File: src/rtl/alu_pkg.sv
// Shared definitions for the ALU arbiter: op codes and the FSM state encoding.
package alu_pkg;

    localparam logic [3:0] ALU_AND = 4'b0000;
    localparam logic [3:0] ALU_OR  = 4'b0001;
    localparam logic [3:0] ALU_ADD = 4'b0010;
    localparam logic [3:0] ALU_SUB = 4'b0110;
    localparam logic [3:0] ALU_SLT = 4'b0111;
    localparam logic [3:0] ALU_NOR = 4'b1100;

    typedef enum logic [1:0] {
        IDLE = 2'd0,
        EXEC = 2'd1,
        RESP = 2'd2
    } arb_state_t;

endpackage

File: src/rtl/alu_arbiter_if.sv
// Request/response bundle between two requesters, a result consumer and the arbiter.
interface alu_arbiter_if #(
    parameter int WIDTH = 32
);
    logic             req0_valid;
    logic             req0_ready;
    logic [3:0]       req0_op;
    logic [WIDTH-1:0] req0_a;
    logic [WIDTH-1:0] req0_b;

    logic             req1_valid;
    logic             req1_ready;
    logic [3:0]       req1_op;
    logic [WIDTH-1:0] req1_a;
    logic [WIDTH-1:0] req1_b;

    logic             resp_valid;
    logic             resp_ready;
    logic             resp_id;
    logic [WIDTH-1:0] resp_result;
    logic             resp_zero;
    logic             resp_err;

    // Requesters and result consumer
    modport master (
        output req0_valid, req0_op, req0_a, req0_b,
        output req1_valid, req1_op, req1_a, req1_b,
        output resp_ready,
        input  req0_ready, req1_ready,
        input  resp_valid, resp_id, resp_result, resp_zero, resp_err
    );

    // Arbiter
    modport slave (
        input  req0_valid, req0_op, req0_a, req0_b,
        input  req1_valid, req1_op, req1_a, req1_b,
        input  resp_ready,
        output req0_ready, req1_ready,
        output resp_valid, resp_id, resp_result, resp_zero, resp_err
    );

endinterface

File: src/rtl/alu_exec.sv
// Combinational WIDTH-bit ALU. Unknown op codes yield result 0 with err set.
module alu_exec
    import alu_pkg::*;
#(
    parameter int WIDTH = 32
) (
    input  logic [3:0]       op,
    input  logic [WIDTH-1:0] a,
    input  logic [WIDTH-1:0] b,
    output logic [WIDTH-1:0] result,
    output logic             zero,
    output logic             err
);

    // Operation select; add/sub wrap naturally at WIDTH bits
    always_comb begin
        result = '0;
        err    = 1'b0;
        case (op)
            ALU_AND: result = a & b;
            ALU_OR:  result = a | b;
            ALU_ADD: result = a + b;
            ALU_SUB: result = a - b;
            ALU_SLT: result[0] = (a < b);
            ALU_NOR: result = ~(a | b);
            default: err = 1'b1;
        endcase
        zero = (result == '0);
    end

endmodule

File: src/rtl/alu_arbiter.sv
// Two-requester arbiter sharing one alu_exec: IDLE accepts, EXEC computes,
// RESP holds the result until the consumer takes it.
// Optional macro ALU_ARBITER_RR_EN: round-robin on contention; otherwise
// requester 0 has fixed priority.
module alu_arbiter
    import alu_pkg::*;
#(
    parameter int WIDTH = 32
) (
    input  logic         clk,
    input  logic         rst,
    alu_arbiter_if.slave bus
);

    arb_state_t       state;
    arb_state_t       state_next;
    logic             grant_id;
    logic             tie_winner;
    logic             ready0;
    logic             ready1;
    logic             accept;

    logic [3:0]       op_q;
    logic [WIDTH-1:0] a_q;
    logic [WIDTH-1:0] b_q;
    logic             id_q;

    logic [WIDTH-1:0] alu_result;
    logic             alu_zero;
    logic             alu_err;

    logic [WIDTH-1:0] resp_result_q;
    logic             resp_zero_q;
    logic             resp_err_q;
    logic             resp_id_q;

`ifdef ALU_ARBITER_RR_EN
    logic prio_q;

    // Favour the requester not granted on the last accepted transfer
    always_ff @(posedge clk or posedge rst) begin
        if (rst) begin
            prio_q <= 1'b0;
        end else if (accept) begin
            prio_q <= ~grant_id;
        end
    end

    // Contention winner comes from the round-robin pointer
    always_comb tie_winner = prio_q;
`else
    // Contention winner is always requester 0
    always_comb tie_winner = 1'b0;
`endif

    // A lone valid requester always wins; ties go to tie_winner
    always_comb begin
        grant_id = 1'b0;
        if (bus.req0_valid && bus.req1_valid) begin
            grant_id = tie_winner;
        end else if (bus.req1_valid) begin
            grant_id = 1'b1;
        end
    end

    // State register
    always_ff @(posedge clk or posedge rst) begin
        if (rst) begin
            state <= IDLE;
        end else begin
            state <= state_next;
        end
    end

    // Next state and handshake outputs; ready is masked during reset so
    // the ports read 0 while rst is held
    always_comb begin
        state_next = state;
        ready0     = 1'b0;
        ready1     = 1'b0;
        case (state)
            IDLE: begin
                if (!rst) begin
                    ready0 = bus.req0_valid && !grant_id;
                    ready1 = bus.req1_valid &&  grant_id;
                end
                if (ready0 || ready1) begin
                    state_next = EXEC;
                end
            end
            EXEC: state_next = RESP;
            RESP: begin
                if (bus.resp_ready) begin
                    state_next = IDLE;
                end
            end
            default: state_next = IDLE;
        endcase
    end

    assign accept = ready0 || ready1;

    // Capture the granted operation, then the ALU outcome one cycle later
    always_ff @(posedge clk or posedge rst) begin
        if (rst) begin
            op_q          <= '0;
            a_q           <= '0;
            b_q           <= '0;
            id_q          <= 1'b0;
            resp_result_q <= '0;
            resp_zero_q   <= 1'b0;
            resp_err_q    <= 1'b0;
            resp_id_q     <= 1'b0;
        end else begin
            if (accept) begin
                op_q <= grant_id ? bus.req1_op : bus.req0_op;
                a_q  <= grant_id ? bus.req1_a  : bus.req0_a;
                b_q  <= grant_id ? bus.req1_b  : bus.req0_b;
                id_q <= grant_id;
            end
            if (state == EXEC) begin
                resp_result_q <= alu_result;
                resp_zero_q   <= alu_zero;
                resp_err_q    <= alu_err;
                resp_id_q     <= id_q;
            end
        end
    end

    alu_exec #(
        .WIDTH(WIDTH)
    ) u_alu (
        .op    (op_q),
        .a     (a_q),
        .b     (b_q),
        .result(alu_result),
        .zero  (alu_zero),
        .err   (alu_err)
    );

    assign bus.req0_ready  = ready0;
    assign bus.req1_ready  = ready1;
    assign bus.resp_valid  = (state == RESP);
    assign bus.resp_id     = resp_id_q;
    assign bus.resp_result = resp_result_q;
    assign bus.resp_zero   = resp_zero_q;
    assign bus.resp_err    = resp_err_q;

endmodule

File: src/flat_wrapper.sv
// flat-port wrapper written by rule: the top's interface ports become plain ports
module alu_arbiter_flat import alu_pkg::*;
#(
    parameter int WIDTH = 32
)
  (clk, rst, bus_req0_valid, bus_req0_op, bus_req0_a, bus_req0_b, bus_req1_valid, bus_req1_op, bus_req1_a, bus_req1_b, bus_resp_ready, bus_req0_ready, bus_req1_ready, bus_resp_valid, bus_resp_id, bus_resp_result, bus_resp_zero, bus_resp_err);
  alu_arbiter_if #(.WIDTH(WIDTH)) bus_i ();
  input  logic clk;
  input  logic rst;
  input wire logic [$bits(bus_i.req0_valid)-1:0] bus_req0_valid;
  input wire logic [$bits(bus_i.req0_op)-1:0] bus_req0_op;
  input wire logic [$bits(bus_i.req0_a)-1:0] bus_req0_a;
  input wire logic [$bits(bus_i.req0_b)-1:0] bus_req0_b;
  input wire logic [$bits(bus_i.req1_valid)-1:0] bus_req1_valid;
  input wire logic [$bits(bus_i.req1_op)-1:0] bus_req1_op;
  input wire logic [$bits(bus_i.req1_a)-1:0] bus_req1_a;
  input wire logic [$bits(bus_i.req1_b)-1:0] bus_req1_b;
  input wire logic [$bits(bus_i.resp_ready)-1:0] bus_resp_ready;
  output wire logic [$bits(bus_i.req0_ready)-1:0] bus_req0_ready;
  output wire logic [$bits(bus_i.req1_ready)-1:0] bus_req1_ready;
  output wire logic [$bits(bus_i.resp_valid)-1:0] bus_resp_valid;
  output wire logic [$bits(bus_i.resp_id)-1:0] bus_resp_id;
  output wire logic [$bits(bus_i.resp_result)-1:0] bus_resp_result;
  output wire logic [$bits(bus_i.resp_zero)-1:0] bus_resp_zero;
  output wire logic [$bits(bus_i.resp_err)-1:0] bus_resp_err;
  assign bus_i.req0_valid = bus_req0_valid;
  assign bus_i.req0_op = bus_req0_op;
  assign bus_i.req0_a = bus_req0_a;
  assign bus_i.req0_b = bus_req0_b;
  assign bus_i.req1_valid = bus_req1_valid;
  assign bus_i.req1_op = bus_req1_op;
  assign bus_i.req1_a = bus_req1_a;
  assign bus_i.req1_b = bus_req1_b;
  assign bus_i.resp_ready = bus_resp_ready;
  assign bus_req0_ready = bus_i.req0_ready;
  assign bus_req1_ready = bus_i.req1_ready;
  assign bus_resp_valid = bus_i.resp_valid;
  assign bus_resp_id = bus_i.resp_id;
  assign bus_resp_result = bus_i.resp_result;
  assign bus_resp_zero = bus_i.resp_zero;
  assign bus_resp_err = bus_i.resp_err;
  alu_arbiter #(.WIDTH(WIDTH)) u_core (.clk(clk), .rst(rst), .bus(bus_i));
endmodule
File: config.mk
export PLATFORM = sky130hd
export DESIGN_NAME = alu_arbiter_flat
export DESIGN_NICKNAME = d
export VERILOG_FILES = /design/src/rtl/alu_pkg.sv /design/src/rtl/alu_arbiter_if.sv /design/src/rtl/alu_exec.sv /design/src/rtl/alu_arbiter.sv /design/src/flat_wrapper.sv
export SDC_FILE = /design/constraint.sdc
export NUM_CORES = 1
export LEC_CHECK = 0
export CAP_MARGIN = 20
export CORE_UTILIZATION = 33
export DETAILED_ROUTE_END_ITERATION = 6
export HOLD_SLACK_MARGIN = 0.08
export PLACE_DENSITY = 0.56
export SETUP_SLACK_MARGIN = 0.4
export SLEW_MARGIN = 20
export SYNTH_ARGS = -nofsm -noshare
export SYNTH_HDL_FRONTEND = slang
export SYNTH_SLANG_ARGS = --single-unit
export TNS_END_PERCENT = 10
File: constraint.sdc
create_clock -name clk -period 5.6 [get_ports clk]
set_clock_uncertainty 0.2 [all_clocks]
set_input_delay 0.56 -clock clk [delete_from_list [all_inputs] [get_ports clk]]
set_output_delay 0.56 -clock clk [all_outputs]
set_load 0.01 [all_outputs]
==> summary.txt <==
Critical path
  – Startpoint types: flip-flop
  – CP endpoint kind: flip-flop
  – WS Path Type: flip-flop to flip-flop
  – CP required: 5.71 ns
  – CP arrival: ~4.7 ns
  – Crit path max fanout: 15

Die
  – Site row count: 65
  – Core area: between 30000 and 40000 µm²
  – Die area: between 30000 and 40000 µm²
  – IO Pins: between 150 and 200
  – Die Ht: between 150 and 200 µm
  – Die W: 181 µm
  – Initial cell density of the core: about a third

Logic synthesis
  – Number of flops mapped to enable cells by yosys: 0
  – Post-synthesis async set-or-reset flop share: 100%
  – Count of cell types in the netlist: between 90 and 100
  – Sequential fraction of the synthesis area: around 25%
  – Cells after Synth: 1345
  – Cell Area, Synth: 10500 µm²
  – Number of synthesized register bits: ~110
  – Predominant post-synthesis flop cell: dfrtp_1
  – Ys Warns: 0
  – Syn Nets: approximately 1600
  – Synth Area per Inst: roughly 8 µm²

Route
  – WL per Instance: 20.0 µm
  – Met3 Wirelength: between 2000 and 3000 µm
  – DR WL met2: ~14000 µm
  – Top Layer Used: met4
  – Pre-antenna DRT Iters: 6
  – Vias/cell: approximately 5.6
  – Wirelength, routed: 37400 µm
  – # DRC: 0
  – Met1 WL: ~20000 µm
  – ANT nets after route: 0
  – Vias: around 10000
  – Initial DRC Count: slightly above 1000

GRT
  – Gr usage total: 23.0%
  – Initial antenna violation count: 0
  – First-pass GRT wire length: roughly 58000 µm
  – Vias in the first global route: around 9800
  – Largest net degree at the start of global routing: between 80 and 90
  – Global route overflow: 0

Placement
  – Post-detail-place hpwl: ~30000 µm
  – Port buffer count: roughly 180
  – Placer congestion estimate: just under 1

Layout
  – Layout Nets: approximately 1700
  – # fillers: between 3000 and 4000
  – Area Growth Syn to Fin: 21.9%
  – Post-Route Utilization: about two fifths
  – Share of cells above drive strength 1: between 5 and 6%
  – Ant diodes: 0

Clocking
  – Post_cts resized: 0
  – CTS clk-pin slew, worst paths: approximately 0.08 ns
  – Setup Fix Bufs, Post-CTS: 0
  – CTS tree: done
  – Later-pin clock latency in the skew report: around 0.37 ns
  – Max Buffers Root-to-Sink: 2
  – Clk sinks: 106
  – Cts bufs inserted: 9
  – # hold bufs at CTS: 0
  – Root buffer cell: clkbuf_16
  – CTS H-Tree Depth: 3

STA
  – FMAX: about 0.22 GHz
  – Hold Violations, Final: 0
  – RSZ-0062 raised after global routing: no
  – Pins Over Slew Limit: 0
  – Final setup vio count: 0
  – Final setup TNS: 0 ns
  – Worst hold slack: 0.281 ns
  – Max_slew headroom: between 30% and 40%
  – Worst Max-Slew Pin Slew: about 0.98 ns
  – Tcrit/Tclk final: between 80 and 90%
  – Post-layout min period: ~4.6 ns

Power
  – Clock network power share: under 10%
  – Max rail drop VDD: approximately 0.2 mV
  – Sw Share: about 55%
  – Internal power: about 3.3 mW
  – Reg power frac: 18.8%
  – Power per cell area: approximately 570 nW/µm²
  – Final Power: ~7.4 mW
  – P_sw: a little over 4 mW
  – Gate power share: slightly above 70%
  – Leak: between 5 and 6 nW

Status
  – Outcome: finished, final reports clean

Min path
  – HP Class: flip-flop to flip-flop

Job
  – Max-cap viol count: 0
## cells in the final DEF (no fill, tap or decap), drive strengths merged, types with 15 or more instances in the layout
cell type / Yosys / layout
ha: 97 / 97
nor2: 95 / 95
nor3: 31 / 31
buf: 19 / 17
inv: 105 / 107
nand3: 31 / 31
a21oi: 76 / 76
a221oi: 16 / 16
a211oi: 15 / 15
clkdlybuf4s50: 0 / 178
nand2: 182 / 182
dfrtp: 106 / 106
o21ai: 133 / 133
a221o: 15 / 15
a31oi: 18 / 18
mux2i: 75 / 75
a21o: 15 / 15
## cells by family after synthesis
group	count (synthesis)	share of synthesized area, %
xor+xnor	4	0.332
compound gates	415	26.7
mux	81	7.76
flops	106	25.1
buf+inv	190	7.95
simple gates	450	20.2
fa+ha+maj	99	11.9
## final cells by class
| class | count | area [µm²] | area share (%) |
|---|---|---|---|
| Clock buffer | 9 | 225 | 1.75 |
| Clock inverter | 7 | 53.8 | 0.418 |
| Inverter | 105 | 397 | 3.08 |
| Multi-Input combinational cell | 1049 | 7110 | 55.3 |
| Sequential cell | 106 | 2650 | 20.6 |
| Tap cell | 402 | 503 | 3.91 |
| Timing Repair Buffer | 195 | 1920 | 14.9 |
## cell usage after synthesis (13+ instances only)
cell type	n	area share, %
a211oi_1	14	1.0
a21o_1	14	1.0
a21oi_1	76	3.6
a221o_1	15	1.4
a221oi_1	16	1.3
a31oi_1	17	1.0
clkbuf_1	57	2.0
dfrtp_1	106	25
ha_1	97	12
inv_1	104	3.7
mux2i_1	75	7.1
nand2_1	182	6.5
nand2b_1	14	0.83
nand3_1	31	1.5
nand4_1	13	0.77
nor2_1	95	3.4
nor3_1	31	1.5
nor4_1	14	0.83
o21ai_0	122	5.8
## flip-flops by register name (all words and copies together), names as in the netlist
signal,flops
u_core.a_q,32
u_core.b_q,32
u_core.bus.resp_result,32
u_core.op_q,4
u_core.state,2
u_core.bus.resp_err,1
u_core.bus.resp_id,1
u_core.bus.resp_zero,1
u_core.id_q,1
## worst paths after layout
| path | startpoint | end | slack, ns | depth (start not counted) |
|---|---|---|---|---|
| max in group asynchronous | rst | u_core.a_q[11] | 4.05 | 3 |
| worst min register to register | u_core.bus.resp_result[11] | u_core.bus.resp_result[11] | 0.28 | 2 |
| worst max-delay path | u_core.a_q[15] | u_core.bus.resp_zero | 1.00 | 13 |
| worst min-delay path | u_core.bus.resp_result[11] | u_core.bus.resp_result[11] | 0.28 | 2 |
| worst max register to register | u_core.a_q[15] | u_core.bus.resp_zero | 1.00 | 13 |
| min in group asynchronous | rst | u_core.state[0] | 0.53 | 3 |
## routing by layer
layer  vias to the layer above  track usage (%)
li1                       5101                -
met1                      4901             36.8
met2                       397             30.1
met3                        30             4.86
met4                         0             5.78
met5                         -                0
## worst max-delay path, cell delays in order, from the launching register on
cell,delay (ns)
dfrtp_1,0.40
inv_1,0.06
ha_1,0.63
o21a_1,0.20
a21oi_1,0.18
a2111oi_0,0.65
o22ai_1,0.15
a41oi_1,0.50
nand3_1,0.14
a211o_1,0.30
a2111oi_0,0.43
a31oi_1,0.12
a2111oi_1,0.41
a22o_1,0.18
## through the flow
step / std cells / instance area, µm² / worst slack (ns)
floorplan: 1345 / 10500 / 1.96
global placement: 1856 / 12600 / 1.10
detailed placement: 1856 / 12600 / 1.17
CTS: 1872 / 12800 / 1.12
global route: 1873 / 12900 / 0.695
finish: 1873 / 12900 / 1.00
## power by group through the flow
stage	registers [mW]	clock network [mW]	logic, mW
after floorplan	1.32	0	3.64
after global placement	1.39	0	5.26
after detailed placement	1.41	0	5.22
after CTS	1.39	0.664	5.24
after global routing	1.44	0.688	5.87
final	1.39	0.637	5.35
No activity file was read; power rests on OpenSTA's default activity.
